--- src/rtl/dac_pkg.sv ---
// Shared constants, power-state enum and thermometer rotation helper for the
// DAC segment encoder.
package dac_pkg;

  localparam int BIN_W         = 7;
  localparam int THERM_N       = 17;
  localparam int MSB_W         = 5;
  localparam int CODE_W        = 12;
  localparam int SETTLE_CYCLES = 16;
  localparam int PTR_W         = 5;
  localparam int CNT_W         = 4;

  typedef enum logic [1:0] {
    OFF,
    SETTLE,
    ON
  } pwr_state_t;

  // n consecutive ones starting at bit ptr, wrapping modulo THERM_N.
  function automatic logic [THERM_N-1:0] therm_rotate(input logic [MSB_W-1:0] n,
                                                      input logic [PTR_W-1:0] ptr);
    logic [THERM_N-1:0]   mask;
    logic [2*THERM_N-1:0] dbl;
    mask = '0;
    for (int i = 0; i < THERM_N; i++) begin
      if (i < int'(n)) mask[i] = 1'b1;
    end
    dbl = {mask, mask} << ptr;
    return dbl[2*THERM_N-1:THERM_N];
  endfunction

endpackage

--- src/rtl/dac_segment_encoder_if.sv ---
// Sample, control and driver-cell signals of the DAC segment encoder.
interface dac_segment_encoder_if;
  import dac_pkg::*;

  logic [CODE_W-1:0]  code_in;
  logic               code_valid;
  logic               pdb_req;
  logic               dem_en;
  logic               ovf_clr;
  logic [BIN_W-1:0]   datain;
  logic [BIN_W-1:0]   datainb;
  logic [THERM_N-1:0] datatherm;
  logic [THERM_N-1:0] datathermb;
  logic               pdb;
  logic               out_valid;
  logic               ovf;

  modport master (
    output code_in, code_valid, pdb_req, dem_en, ovf_clr,
    input  datain, datainb, datatherm, datathermb, pdb, out_valid, ovf
  );

  modport slave (
    input  code_in, code_valid, pdb_req, dem_en, ovf_clr,
    output datain, datainb, datatherm, datathermb, pdb, out_valid, ovf
  );

endinterface

--- src/rtl/dac_segment_encoder_dwa_rotator.sv ---
// Data-weighted-averaging pointer: holds the next free unit element and
// produces the rotated thermometer mask for the current sample.
module dwa_rotator
  import dac_pkg::*;
(
  input  logic               clk,
  input  logic               rst,
  input  logic               clear,
  input  logic               advance,
  input  logic               dem_en,
  input  logic [MSB_W-1:0]   n,
  output logic [THERM_N-1:0] pattern
);

  localparam logic [PTR_W:0] WRAP = (PTR_W+1)'(THERM_N);

  logic [PTR_W-1:0] ptr_q, ptr_d;
  logic [PTR_W:0]   sum;

  // With rotation disabled the pointer parks at element 0.
  always_comb begin
    sum   = {1'b0, ptr_q} + {1'b0, n};
    ptr_d = ptr_q;
    if (clear || !dem_en) begin
      ptr_d = '0;
    end else if (advance) begin
      if (sum >= WRAP) ptr_d = PTR_W'(sum - WRAP);
      else             ptr_d = sum[PTR_W-1:0];
    end
  end

  always_ff @(posedge clk or posedge rst) begin
    if (rst) ptr_q <= '0;
    else     ptr_q <= ptr_d;
  end

  assign pattern = therm_rotate(n, dem_en ? ptr_q : '0);

endmodule

--- src/rtl/dac_segment_encoder.sv ---
// Segmenting front end for driver_cell: clamp, two-stage pipeline with DWA
// thermometer rotation, complement outputs and pdb power sequencing.
module dac_segment_encoder
  import dac_pkg::*;
(
  input  logic                  clk,
  input  logic                  rst,
  dac_segment_encoder_if.slave  bus
);

  pwr_state_t         state_q, state_d;
  logic [CNT_W-1:0]   settle_cnt_q, settle_cnt_d;
  logic               s1_valid_q, s1_valid_d;
  logic [BIN_W-1:0]   s1_lsb_q, s1_lsb_d;
  logic [MSB_W-1:0]   s1_n_q, s1_n_d;
  logic               ovf_q, ovf_d;
  logic [BIN_W-1:0]   datain_q, datain_d;
  logic [BIN_W-1:0]   datainb_q, datainb_d;
  logic [THERM_N-1:0] datatherm_q, datatherm_d;
  logic [THERM_N-1:0] datathermb_q, datathermb_d;
  logic               pdb_q, pdb_d;
  logic               out_valid_q, out_valid_d;

  logic [MSB_W-1:0]   msb;
  logic [BIN_W-1:0]   lsb;
  logic               clamp;
  logic               run;
  logic               accept;
  logic [THERM_N-1:0] rot_pattern;

  always_comb begin
    state_d      = state_q;
    settle_cnt_d = settle_cnt_q;
    case (state_q)
      OFF: begin
        settle_cnt_d = '0;
        if (bus.pdb_req) state_d = SETTLE;
      end
      SETTLE: begin
        if (!bus.pdb_req) begin
          state_d      = OFF;
          settle_cnt_d = '0;
        end else if (settle_cnt_q == CNT_W'(SETTLE_CYCLES - 1)) begin
          state_d      = ON;
          settle_cnt_d = '0;
        end else begin
          settle_cnt_d = settle_cnt_q + CNT_W'(1);
        end
      end
      ON: begin
        if (!bus.pdb_req) state_d = OFF;
      end
      default: state_d = OFF;
    endcase
  end

  // Data only moves while ON and staying ON; a power-down edge flushes the pipe.
  assign run    = (state_q == ON) && (state_d == ON);
  assign accept = run && bus.code_valid;
  assign msb    = bus.code_in[CODE_W-1:BIN_W];
  assign lsb    = bus.code_in[BIN_W-1:0];
  assign clamp  = msb > MSB_W'(THERM_N);

  always_comb begin
    s1_valid_d = accept;
    s1_n_d     = s1_n_q;
    s1_lsb_d   = s1_lsb_q;
    if (accept) begin
      s1_n_d   = clamp ? MSB_W'(THERM_N) : msb;
      s1_lsb_d = clamp ? '1 : lsb;
    end
    ovf_d = (accept && clamp) || (ovf_q && !bus.ovf_clr);
  end

  dwa_rotator u_dwa (
    .clk     (clk),
    .rst     (rst),
    .clear   (state_d != ON),
    .advance (run && s1_valid_q),
    .dem_en  (bus.dem_en),
    .n       (s1_n_q),
    .pattern (rot_pattern)
  );

  // Outside steady ON the driver sees the zero code; otherwise hold until a new sample.
  always_comb begin
    datain_d    = datain_q;
    datatherm_d = datatherm_q;
    out_valid_d = 1'b0;
    if (!run) begin
      datain_d    = '0;
      datatherm_d = '0;
    end else if (s1_valid_q) begin
      datain_d    = s1_lsb_q;
      datatherm_d = rot_pattern;
      out_valid_d = 1'b1;
    end
    datainb_d    = ~datain_d;
    datathermb_d = ~datatherm_d;
    pdb_d        = (state_d != OFF);
  end

  always_ff @(posedge clk or posedge rst) begin
    if (rst) begin
      state_q      <= OFF;
      settle_cnt_q <= '0;
      s1_valid_q   <= 1'b0;
      s1_lsb_q     <= '0;
      s1_n_q       <= '0;
      ovf_q        <= 1'b0;
      datain_q     <= '0;
      datainb_q    <= '1;
      datatherm_q  <= '0;
      datathermb_q <= '1;
      pdb_q        <= 1'b0;
      out_valid_q  <= 1'b0;
    end else begin
      state_q      <= state_d;
      settle_cnt_q <= settle_cnt_d;
      s1_valid_q   <= s1_valid_d;
      s1_lsb_q     <= s1_lsb_d;
      s1_n_q       <= s1_n_d;
      ovf_q        <= ovf_d;
      datain_q     <= datain_d;
      datainb_q    <= datainb_d;
      datatherm_q  <= datatherm_d;
      datathermb_q <= datathermb_d;
      pdb_q        <= pdb_d;
      out_valid_q  <= out_valid_d;
    end
  end

  assign bus.datain     = datain_q;
  assign bus.datainb    = datainb_q;
  assign bus.datatherm  = datatherm_q;
  assign bus.datathermb = datathermb_q;
  assign bus.pdb        = pdb_q;
  assign bus.out_valid  = out_valid_q;
  assign bus.ovf        = ovf_q;

endmodule
--- src/flat_wrapper.sv ---
// flat-port wrapper written by rule: the top's interface ports become plain ports
module dac_segment_encoder_flat import dac_pkg::*;
  (clk, rst, bus_code_in, bus_code_valid, bus_pdb_req, bus_dem_en, bus_ovf_clr, bus_datain, bus_datainb, bus_datatherm, bus_datathermb, bus_pdb, bus_out_valid, bus_ovf);
  dac_segment_encoder_if bus_i ();
  input  logic clk;
  input  logic rst;
  input wire logic [$bits(bus_i.code_in)-1:0] bus_code_in;
  input wire logic [$bits(bus_i.code_valid)-1:0] bus_code_valid;
  input wire logic [$bits(bus_i.pdb_req)-1:0] bus_pdb_req;
  input wire logic [$bits(bus_i.dem_en)-1:0] bus_dem_en;
  input wire logic [$bits(bus_i.ovf_clr)-1:0] bus_ovf_clr;
  output wire logic [$bits(bus_i.datain)-1:0] bus_datain;
  output wire logic [$bits(bus_i.datainb)-1:0] bus_datainb;
  output wire logic [$bits(bus_i.datatherm)-1:0] bus_datatherm;
  output wire logic [$bits(bus_i.datathermb)-1:0] bus_datathermb;
  output wire logic [$bits(bus_i.pdb)-1:0] bus_pdb;
  output wire logic [$bits(bus_i.out_valid)-1:0] bus_out_valid;
  output wire logic [$bits(bus_i.ovf)-1:0] bus_ovf;
  assign bus_i.code_in = bus_code_in;
  assign bus_i.code_valid = bus_code_valid;
  assign bus_i.pdb_req = bus_pdb_req;
  assign bus_i.dem_en = bus_dem_en;
  assign bus_i.ovf_clr = bus_ovf_clr;
  assign bus_datain = bus_i.datain;
  assign bus_datainb = bus_i.datainb;
  assign bus_datatherm = bus_i.datatherm;
  assign bus_datathermb = bus_i.datathermb;
  assign bus_pdb = bus_i.pdb;
  assign bus_out_valid = bus_i.out_valid;
  assign bus_ovf = bus_i.ovf;
  dac_segment_encoder u_core (.clk(clk), .rst(rst), .bus(bus_i));
endmodule
--- config.mk ---
export PLATFORM = sky130hd
export DESIGN_NAME = dac_segment_encoder_flat
export DESIGN_NICKNAME = d
export VERILOG_FILES = /design/src/rtl/dac_pkg.sv /design/src/rtl/dac_segment_encoder_if.sv /design/src/rtl/dac_segment_encoder_dwa_rotator.sv /design/src/rtl/dac_segment_encoder.sv /design/src/flat_wrapper.sv
export SDC_FILE = /design/constraint.sdc
export NUM_CORES = 1
export LEC_CHECK = 0
export ABC_CLOCK_PERIOD_IN_PS = 5800
export CORE_ASPECT_RATIO = 0.8
export CORE_UTILIZATION = 43
export CTS_BUF_LIST = sky130_fd_sc_hd__clkbuf_16
export DETAILED_ROUTE_END_ITERATION = 7
export GPL_TIMING_DRIVEN = 0
export PLACE_DENSITY = 0.66
export SYNTH_ARGS = -nofsm -noshare
export SYNTH_HDL_FRONTEND = slang
export SYNTH_SLANG_ARGS = --single-unit
--- constraint.sdc ---
create_clock -name clk -period 5.8 [get_ports clk]
set_clock_uncertainty 0.05 [all_clocks]
set_input_delay 1.74 -clock clk [delete_from_list [all_inputs] [get_ports clk]]
set_output_delay 1.74 -clock clk [all_outputs]
set_load 0.05 [all_outputs]
==> qor.csv <==
stage;metric;value;unit
status;status;finished, final reports clean;
finish;antenna_cells;0;
sta;worstMarginPinSlew;0.892;ns
clocking;cts_sinks;75;
logic_synthesis;synth_top_area_share;27.5;%
logic_synthesis;ys.warnings.count;0;
clocking;tritoncts;yes;
sta;final.setup.worst_slack;1.58;ns
sta;hold_viol;0;
global_route;grt_overflow_total;0;
detailed_routing;route.detailed.drc;0;
floorplanning;core;0.0104;mm^2
floorplanning;ios;69;
sta;fin_crit_sh;72.7;%
detailed_routing;drtIter0Drc;467;
logic_synthesis;synth_area_per_cell;8.88;um^2
worst_setup_path;crit_path_end_kind;flop;
finish;design_area;0.00580;mm^2
detailed_routing;drtAntennaViolNets;0;
clocking;clk_pin_slew;0.06;ns
logic_synthesis;synth_flop_cell;dfrtp_1;
floorplanning;fp.dieW;118;um
placement;dpl.cell_count;730;
floorplanning;die_h;94.9;um
logic_synthesis;synth_top_area_cell;dfrtp_1;
run;maxCapViolCount;0;
logic_synthesis;netlist_instances;522;
placement;gp_congestion;0.960;
logic_synthesis;synth.area.top_cells;dfrtp_1, dfstp_2, nand2_1;
detailed_routing;drtPass1Iterations;7;
sta;rsz0062_at_grt;false;
floorplanning;die_area;0.0112;mm^2
worst_setup_path;cp_common_cell;o21ai_1;
worst_setup_path;worstPathCellList;clkdlybuf4s50_1 > buf_2 > and2_1 > clkbuf_1 > buf_1 > nand2_1 > o21ai_1 > o21ai_1 > a211o_1 > o211a_1;
worst_setup_path;worst_ep_required_time;5.98;ns
placement;hpwl;10500;um
worst_setup_path;startpoint_type;primary input;
finish;area_growth;25.1;%
finish;final_nets;628;
sta;setup-tns-final;0;ns
power_and_ir_drop;power_density;212;mW/mm^2
global_route;grt_max_degree;76;
floorplanning;std_cell_rows;33;
sta;setup_viol;0;
clocking;insertion_delay;0.34;ns
detailed_routing;routedWlPerCell;19.8;um
finish;drive_above_1_share;14.5;%
clocking;post_cts_buffers;0;
global_route;track_usage;27.7;%
placement;post_dp_cell_area;0.00550;mm^2
worst_setup_path;path_max_fanout;10;
sta;layout_min_cycle_time;4.22;ns
power_and_ir_drop;leakage;2.44;nW
finish;stdcell_count;746;
logic_synthesis;async_reset_ff_share;100;%
placement;io_buffers;68;
global_route;grt_pass1_vias;4367;
floorplanning;start_util;44.7;%
logic_synthesis;ys_ff_latch;75;
clocking;h-tree-depth;3;
worst_hold_path;hold_path_class;flop to flop;
clocking;cts_root_buf;clkbuf_16;
worst_setup_path;cp_slowest_cell;clkdlybuf4s50_1;
global_route;grt_pass1_wl;23700;um
logic_synthesis;synth_edf_count;0;
detailed_routing;vias;4644;
worst_setup_path;critPathBufInv;4;
clocking;cts_resized;0;
finish;final_common_cell;clkdlybuf4s50_1;
logic_synthesis;yosysUniqueCellTypes;77;
placement;pre_cts_ws;1.36;ns
clocking;cts_hold_buf;0;
sta;relSlewSlack;40.5;%
power_and_ir_drop;peakVddDrop;0.171;mV
finish;mostFrequentLayoutCells;clkdlybuf4s50_1, nand2_1, dfrtp_1;
worst_setup_path;critPathMaxStageDelay;0.47;ns
worst_setup_path;worst_ep_arrival_time;4.40;ns
sta;max_freq;237;MHz
logic_synthesis;seq_area_frac_synth;41.1;%
sta;drv_slew;0;
logic_synthesis;netlist_area;0.00464;mm^2
detailed_routing;drt-vias-per-instance;6.23;
clocking;cts_max_path_buffers;2;
global_route;antenna_found_initial;0;
logic_synthesis;syn-num-nets;549;
worst_setup_path;path_class;primary input to flop;
clocking;cts_inserted_buffers;9;
worst_setup_path;path_delay_family;buffers and inverters;
detailed_routing;drt_wl_total;14800;um
cells by family after synthesis:
kind of cell             share of synthesized area (%)
flip-flops                                        41.1
XOR/XNOR                                         0.729
AND/OR/NAND/NOR                                   18.8
AO/OA/AOI/OAI                                     28.0
adder cells (fa/ha/maj)                           2.81
multiplexers                                      3.51
buffers and inverters                             5.13
metrics by stage:
step | hold WS [ns] | util [%] | power [mW]
after global placement | 0.376 | 53.0 | 0.657
after floorplan | 0.395 | - | 0.618
after global routing | 0.434 | 56.0 | 1.27
after detailed placement | 0.388 | 53.0 | 0.658
final | 0.392 | 56.0 | 1.23
after CTS | 0.398 | 56.0 | 1.24
path summary, 6_finish.rpt:
path | from | to | slack (ns) | cells past startpoint
min reg2reg | u_core.bus.datatherm[16] | u_core.bus.datathermb[16] | 0.39 | 1
max reg2reg | u_core.u_dwa.ptr_q[1] | u_core.u_dwa.ptr_q[3] | 2.44 | 10
max in group asynchronous | rst | u_core.s1_n_q[2] | 3.23 | 2
max | bus_dem_en | u_core.bus.datatherm[12] | 1.58 | 10
min in group asynchronous | rst | u_core.bus.pdb | 1.90 | 2
min | u_core.bus.datatherm[16] | u_core.bus.datathermb[16] | 0.39 | 1
area by class of cell:
| cell class | count | area (um^2) |
|---|---|---|
| Inverter | 20 | 77.6 |
| Multi-Input combinational cell | 391 | 2490 |
| Clock buffer | 9 | 225 |
| Tap cell | 140 | 175 |
| Sequential cell | 75 | 1910 |
| Fill cell | 922 | 4560 |
| Timing Repair Buffer | 68 | 681 |
| Clock inverter | 7 | 81.3 |
| Buffer | 36 | 163 |
flip-flops by register name, indices dropped and copies added, names as in the netlist, 2 cells and up:
name	cells
u_core.bus.datainb	7
u_core.u_dwa.ptr_q	5
u_core.settle_cnt_q	4
u_core.bus.datain	7
u_core.s1_lsb_q	7
u_core.bus.datatherm	17
u_core.state_q	2
u_core.s1_n_q	5
u_core.bus.datathermb	17
metal layers:
| metal | vias up | GRT usage, % | part of all wire, % |
|---|---|---|---|
| met4 | 0 | 11.4 | 2.7 |
| met3 | 36 | 6.40 | 10 |
| met2 | 282 | 39.4 | 41 |
| met5 | - | 0 | 0 |
| met1 | 2233 | 40.1 | 46 |
| li1 | 2093 | - | - |
cell usage after synthesis, drive strengths merged, types with 3 or more instances:
cell and n:
nand2 60, dfrtp 51, o21ai 49, nor2 37
a21oi 31, dfstp 24, inv 20, buf 18
clkbuf 18, nand3 13, nor3 11, o211ai 11
a21o 10, mux2 10, and2 9, a31oi 8
ha 8, o22a 8, o31ai 8, or2 8
a211oi 7, nor4 7, a211o 5, a311oi 5
and3 5, mux2i 5, nand3b 5, nand4 5
or3 5, nand2b 4, o221ai 4, o22ai 4
a221oi 3, a32oi 3, o211a 3
where the power goes:
part           switching (mW)  leakage (nW)  internal [mW]
Sequential            0.00516         0.944          0.531
Clock                   0.240         0.141          0.339
Combinational          0.0726          1.36         0.0424
Total                   0.317          2.44          0.913
(Power assumes the default switching activity.)
